--- src/rtl/unidade_controle.sv ---
// unidade_controle: main Moore control FSM of the multicycle RISC-V core.
// Define CTRL_JAL_EN to decode jal (opcode 1101111); otherwise it is illegal.
module unidade_controle #(
    parameter logic [3:0] RESET_STATE = 4'd0
) (
    input  logic       clk,
    input  logic       rst_n,
    input  logic [6:0] op,
    input  logic       zero,
    input  logic       mem_ready,
    output logic       PCWrite,
    output logic       AdrSrc,
    output logic       MemWrite,
    output logic       IRWrite,
    output logic [1:0] ResultSrc,
    output logic [1:0] ALUSrcA,
    output logic [1:0] ALUSrcB,
    output logic [1:0] ImmSrc,
    output logic       RegWrite,
    output logic [1:0] ULAOp,
    output logic       illegal,
    output logic [3:0] state_o
);

    typedef enum logic [3:0] {
        S_FETCH    = 4'd0,
        S_DECODE   = 4'd1,
        S_MEMADR   = 4'd2,
        S_MEMREAD  = 4'd3,
        S_MEMWB    = 4'd4,
        S_MEMWRITE = 4'd5,
        S_EXECR    = 4'd6,
        S_EXECI    = 4'd7,
        S_ALUWB    = 4'd8,
        S_BEQ      = 4'd9,
        S_ILLEGAL  = 4'd10,
        S_JAL      = 4'd11
    } state_t;

    localparam logic [6:0] OP_LW  = 7'b0000011;
    localparam logic [6:0] OP_SW  = 7'b0100011;
    localparam logic [6:0] OP_R   = 7'b0110011;
    localparam logic [6:0] OP_I   = 7'b0010011;
    localparam logic [6:0] OP_BEQ = 7'b1100011;
    localparam logic [6:0] OP_JAL = 7'b1101111;

    state_t state_q, state_d, cur;
    logic   illegal_q, illegal_d;
    logic   pc_update, branch, mem_write, ir_write, reg_write;

    always_comb begin
        state_d = S_FETCH;
        case (state_q)
            S_FETCH:    state_d = mem_ready ? S_DECODE : S_FETCH;
            S_DECODE: begin
                case (op)
                    OP_LW, OP_SW: state_d = S_MEMADR;
                    OP_R:         state_d = S_EXECR;
                    OP_I:         state_d = S_EXECI;
                    OP_BEQ:       state_d = S_BEQ;
`ifdef CTRL_JAL_EN
                    OP_JAL:       state_d = S_JAL;
`endif
                    default:      state_d = S_ILLEGAL;
                endcase
            end
            // Anything but sw reads: a read has no side effect.
            S_MEMADR:   state_d = (op == OP_SW) ? S_MEMWRITE : S_MEMREAD;
            S_MEMREAD:  state_d = mem_ready ? S_MEMWB : S_MEMREAD;
            S_MEMWB:    state_d = S_FETCH;
            S_MEMWRITE: state_d = mem_ready ? S_FETCH : S_MEMWRITE;
            S_EXECR:    state_d = S_ALUWB;
            S_EXECI:    state_d = S_ALUWB;
            S_ALUWB:    state_d = S_FETCH;
            S_BEQ:      state_d = S_FETCH;
            S_ILLEGAL:  state_d = S_ILLEGAL;
`ifdef CTRL_JAL_EN
            S_JAL:      state_d = S_ALUWB;
`endif
            default:    state_d = S_FETCH;
        endcase
        illegal_d = illegal_q | (state_d == S_ILLEGAL);
    end

    always_ff @(posedge clk) begin
        if (!rst_n) begin
            state_q   <= state_t'(RESET_STATE);
            illegal_q <= 1'b0;
        end else begin
            state_q   <= state_d;
            illegal_q <= illegal_d;
        end
    end

    // While in reset, show FETCH so the datapath sees a benign command.
    always_comb begin
        cur       = rst_n ? state_q : S_FETCH;
        pc_update = 1'b0;
        branch    = 1'b0;
        mem_write = 1'b0;
        ir_write  = 1'b0;
        reg_write = 1'b0;
        AdrSrc    = 1'b0;
        ResultSrc = 2'b00;
        ALUSrcA   = 2'b00;
        ALUSrcB   = 2'b00;
        ULAOp     = 2'b00;
        case (cur)
            S_FETCH: begin
                ALUSrcB   = 2'b10;
                ResultSrc = 2'b10;
                ir_write  = mem_ready;
                pc_update = mem_ready;
            end
            S_DECODE: begin
                ALUSrcA = 2'b01;
                ALUSrcB = 2'b01;
            end
            S_MEMADR: begin
                ALUSrcA = 2'b10;
                ALUSrcB = 2'b01;
            end
            S_MEMREAD:  AdrSrc = 1'b1;
            S_MEMWB: begin
                ResultSrc = 2'b01;
                reg_write = 1'b1;
            end
            S_MEMWRITE: begin
                AdrSrc    = 1'b1;
                mem_write = 1'b1;
            end
            S_EXECR: begin
                ALUSrcA = 2'b10;
                ULAOp   = 2'b10;
            end
            S_EXECI: begin
                ALUSrcA = 2'b10;
                ALUSrcB = 2'b01;
                ULAOp   = 2'b11;
            end
            S_ALUWB:    reg_write = 1'b1;
            S_BEQ: begin
                ALUSrcA = 2'b10;
                ULAOp   = 2'b01;
                branch  = 1'b1;
            end
`ifdef CTRL_JAL_EN
            S_JAL: begin
                ALUSrcA   = 2'b01;
                ALUSrcB   = 2'b10;
                pc_update = 1'b1;
            end
`endif
            default: ;
        endcase
    end

    always_comb begin
        case (op)
            OP_SW:   ImmSrc = 2'b01;
            OP_BEQ:  ImmSrc = 2'b10;
            OP_JAL:  ImmSrc = 2'b11;
            default: ImmSrc = 2'b00;
        endcase
    end

    assign PCWrite  = rst_n & (pc_update | (branch & zero));
    assign IRWrite  = rst_n & ir_write;
    assign MemWrite = rst_n & mem_write;
    assign RegWrite = rst_n & reg_write;
    assign illegal  = rst_n & illegal_q;
    assign state_o  = cur;

endmodule

--- config.mk ---
export PLATFORM = sky130hd
export DESIGN_NAME = unidade_controle
export DESIGN_NICKNAME = d
export VERILOG_FILES = /design/src/rtl/unidade_controle.sv
export SDC_FILE = /design/constraint.sdc
export NUM_CORES = 1
export LEC_CHECK = 0
export ABC_AREA = 1
export BUFFER_PORTS_ARGS = -buffer_cell sky130_fd_sc_hd__buf_2
export CORE_MARGIN = 5
export CORE_UTILIZATION = 30
export DETAILED_ROUTE_END_ITERATION = 12
export PLACE_DENSITY = 0.69
export SYNTH_ARGS = -nofsm -noshare
export SYNTH_HDL_FRONTEND = slang
export SYNTH_SLANG_ARGS = --single-unit
--- constraint.sdc ---
create_clock -name clk -period 1.47 [get_ports clk]
set_input_delay 0.2205 -clock clk [delete_from_list [all_inputs] [get_ports clk]]
set_output_delay 0.2205 -clock clk [all_outputs]
set_load 0.02 [all_outputs]
# Yosys cells after proc, flatten, opt, wreduce, memory -nomap -nowiden
# Index checks and enable logic that the tools add are counted.
[totals]
ff_bits = 5
output_inout_bits = 20
word_cells = 58
inputBits = 11
[classes]
n_reduce_logical = 8
bitwise_logic = 8
eq_ne = 23
mux = 17
[op_table]
columns = ["op", "n"]
rows = [
  ["equality test 4 x 3 -> 1 bit (second input constant)", 7],
  ["one-hot mux 4 bit (7 select lines)", 1],
  ["equality test 4 x 2 -> 1 bit (second input constant)", 4],
  ["equality test 4 bit (second input constant)", 4],
  ["one-hot mux 4 bit (4 select lines)", 1],
  ["equality test 7 x 6 -> 1 bit (second input constant)", 2],
  ["equality test 7 bit (second input constant)", 2],
  ["one-hot mux 2 bit (2 select lines)", 3],
  ["one-hot mux 2 bit (3 select lines)", 2],
  ["2-to-1 mux 3 bit", 3],
  ["equality test 4 x 1 -> 1 bit (second input constant)", 2],
  ["zero test 4 bit", 2],
  ["OR reduction 2 bit", 4],
  ["equality test 7 x 2 -> 1 bit (second input constant)", 1],
  ["equality test 7 x 5 -> 1 bit (second input constant)", 1],
  ["AND 1 bit", 6],
  ["2-to-1 mux 1 bit", 6],
  ["2-to-1 mux 4 bit", 1],
  ["OR reduction 4 bit", 1],
  ["OR reduction 3 bit", 1],
  ["OR 1 bit", 2],
]

# Logic depth before layout (Yosys ltp)
[depth]
depth_word = 6
depth_mapped = 9
ltp_nobuf = 9

# Worst setup path after synthesis
# No wires, ideal clock.
[synth_timing]
path_type = "register -> output"
start = "register state_q[2]"
end = "output port ResultSrc[1]"
required_time_ns = 1.250
n_path_buf = 1
setup_slack_ns = -0.140
path_stages_with_launch = 5
arrival_ns = 1.389
path_cell_list = "dfxtp_1 nor2_4 inv_2 o21ai_0 buf_4"
[synth_between]
elab_chain_cells = 3
word_cells_on_any_way = 4
cone_classes = "1 x eq/ne; 2 x mux; 1 x reduce/logical"
[synth_lines]
columns = ["element", "line_no", "source"]
rows = [
  ["start, declared", "47", "state_t state_q, state_d, cur;"],
  ["start signal, assigned", "87", "state_q <= state_t'(RESET_STATE);"],
  ["start signal, assigned", "90", "state_q <= state_d;"],
  ["2-to-1 mux 4 bit (*)", "97", "cur = rst_n ? state_q : S_FETCH;"],
  ["equality test 4 x 3 -> 1 bit or zero test 4 bit (tied branches)", "108", "case (cur)"],
  ["one-hot mux 2 bit (2 select lines) (*)", "108", ""],
  ["end, declared", "15", "output logic [1:0] ResultSrc,"],
]
# Mark *: on every way between the ends. The rest lies on a longest branch, timed or not.

# Worst setup path in the final report
[layout_timing]
start = "register state_q[2]"
end = "output port AdrSrc"
[layout_between]
elab_chain_cells = 4
word_cells_on_any_way = 5
cone_classes = "2 x eq/ne; 2 x mux; 1 x reduce/logical"
[layout_lines]
columns = ["element", "line_no", "source"]
rows = [
  ["2-to-1 mux 4 bit (*)", "97", ""],
  ["equality test 4 x 3 -> 1 bit or equality test 4 x 2 -> 1 bit (tied branches)", "108", ""],
  ["OR reduction 2 bit (no source line) (*)", "-", ""],
  ["2-to-1 mux 1 bit (*)", "108", ""],
  ["end, declared", "12", "output logic AdrSrc,"],
]
# Marks and branches as above.

==> metrics.cfg <==
[run_status]
status = finished, final reports clean

[die]
die_y_microns = 54.60
core-area_sq_mm = 0.001922
rows = 16
io_pins = 31
die_w_microns = 54.60
die_area_sq_mm = 0.002981
start_util = 0.3105

[grt]
overflow = 0
use_met1 = 0.1347
gr-usage-all-layers = 0.1326
antenna_found_initial = 0
grt_max_degree = 8
use_met3 = 0.02452
grt_use_met2 = 0.2539
grt_first_pass_wirelength_microns = 2925
grt_busiest_layer = met2
grt_pass1_vias = 751

[clocking]
cts-root-buf = clkbuf_4
hold_buffers = 0
numCtsBuffers = 3
cts.path.max_buffers = 2
clk_latency_ps = 240
cts_tree = yes
cts.clk_slew.worst_paths_ps = 40
cts_sinks = 5
h-tree-depth = 1

[sta]
setup_viol = 0
fmax_mhz = 680.8
clock-skew-final_ps = 3.291
rsz0062_at_grt = true
layout_setup_ws_ps = 1.104
fin_crit_ps = 1469
hold_viol_final = 0
slew-limit-headroom = 0.7995
drv_slew = 0
setup_tns_ps = 0
worstMarginPinSlew_ps = 299.7
fin_crit_sh = 0.9992

[synthesis]
ys_ff_latch = 5
netlist_area_sq_um = 596.8
synthArstFlopShare = 0
syn_nets = 119
synth_ff_type = dfxtp_1
syn-instance-count = 108
synth_area_leader_cell = nand2_1
synth_edf_count = 0
ys.warnings.count = 0
yosysUniqueCellTypes = 21
ys_top_cells_by_count = 28 x nand2_1, 24 x inv_1, 13 x nor2_1
synth_top_area_frac = 0.1761
ys_top_cells_by_area = nand2_1 18%, dfxtp_1 17%, inv_1 15%
synth_most_common_cell = nand2_1
ys_seq_area_frac = 0.1677
avgSynthCellArea_sq_um = 5.526

[setup_path]
cp_max_fo = 4
worstSetupStartpointType = register
critPathBufInv = 2
cp_cell_sequence = nor2_4 -> inv_4 -> o32ai_4 -> buf_6
slowest_delay_ps = 340
crit_type = register to output pin
cpMaxStageDelayCell = dfxtp_2
crit_family = flip-flops
crit_required_ps = 1250
worstPathArrival_ps = 1250
crit_path_end_kind = output pin

[layout]
nets = 161
post-route-util = 0.5052
area_growth_pct = 62.68
final_cell_count_no_fill = 176
n_antenna_cell = 0
drive_above_1_share = 0.5034

[drt]
wire_per_inst_microns = 10.77
drcViolationCount = 0
routed_wl_microns = 1896
vias = 798
vias_per_cell = 4.534
dr.pass1.iters = 4
ant_nets = 0
drtIter0Drc = 14

[power]
ir_drop_v = 0.0006415
p_leak_nw = 0.5898
total_power_w = 0.0009107
p_per_area_mw_per_mm2 = 938.0

[place]
place_inst = 164
place.gp.congestion = 0.8900
port_buffers = 30
place_hpwl_microns = 1466
dpl_worst_slack_ps = 134.4

[min_path]
min_path_type = input pin to register

[run]
cap_violations = 0

report_power, final:
part           internal (W)  leakage, nW  switching (W)
Sequential         0.000165       0.0434      0.0000369
Combinational      0.000234        0.531       0.000321
Clock              0.000102       0.0150      0.0000514
through the flow:
step	instance area, sq um	hold WS, ps
final	970.9	273.4
after global routing	970.9	285.0
after CTS	888.4	262.3
after floorplan	596.8	428.1
after global placement	773.2	441.4
after detailed placement	773.2	442.5
routing by layer:
metal | vias to the layer above | wire, microns
met5 | - | 0
met4 | 0 | 12
met3 | 2 | 133
met2 | 28 | 1007
met1 | 352 | 742
li1 | 416 | -
repair_timing:
| action | CTS | global route |
|---|---|---|
| pin swaps | 4 | 6 |
| gates resized for setup | 20 | 17 |
| buffers inserted | 5 | 3 |
| endpoints found under the setup margin | 7 | 10 |
cells in the final DEF (no fill, tap or decap):
cell      synthesis  final
a211oi_2          0      1
a21oi_1           2      2
a31o_2            1      1
buf_2             0     23
buf_4             2     12
buf_6             0      4
clkbuf_1          0      1
clkbuf_4          0      3
dfxtp_1           5      1
dfxtp_2           0      1
dfxtp_4           0      3
inv_1            24     21
inv_2             3      5
inv_4             0      1
nand2_1          28     24
nand2_2           4      7
nand2_4           0      1
nand3_1          10      9
nand3_2           1      2
nand3b_1          2      2
nand4_1           3      3
nor2_1           13      9
nor2_2            1      4
nor2_4            2      3
nor2_8            1      1
nor3_2            0      1
o21ai_0           2      1
o21ai_1           0      1
o21ai_2           1      1
o32ai_4           0      1
registers in the layout (all words and copies together) (netlist names):
register and flops:
state_q 4, illegal_q 1
kinds of logic (layout without fill, tap and decap cells):
kind of cell,after synthesis,in the layout,synth area share
AO/OA/AOI/OAI,8,8,0.09016
flip-flops,5,5,0.1677
AND/OR/NAND/NOR,66,66,0.5472
buffers and inverters,29,70,0.1950
path summary, 6_finish.rpt:
kind / from / to / slack (ps) / depth (start not counted)
hold / removal: rst_n / state_q[2] / 270 / 3
setup / recovery: state_q[2] / AdrSrc / 1 / 4
hold reg to reg: illegal_q / illegal_q / 450 / 2
setup reg to reg: state_q[2] / illegal_q / 200 / 8
final cells by class:
type / instances / area [sq um]
Timing Repair Buffer: 39 / 250.2
Sequential cell: 5 / 112.6
Clock buffer: 4 / 26.28
Tap cell: 27 / 33.78
Fill cell: 218 / 950.9
Inverter: 27 / 103.9
Multi-Input combinational cell: 74 / 444.2
tightest hold or removal path, cell delays in order:
cell     delay, ps
buf_2          150
nand2_1         70
inv_1           30
No activity file was read; power rests on OpenSTA's default activity.
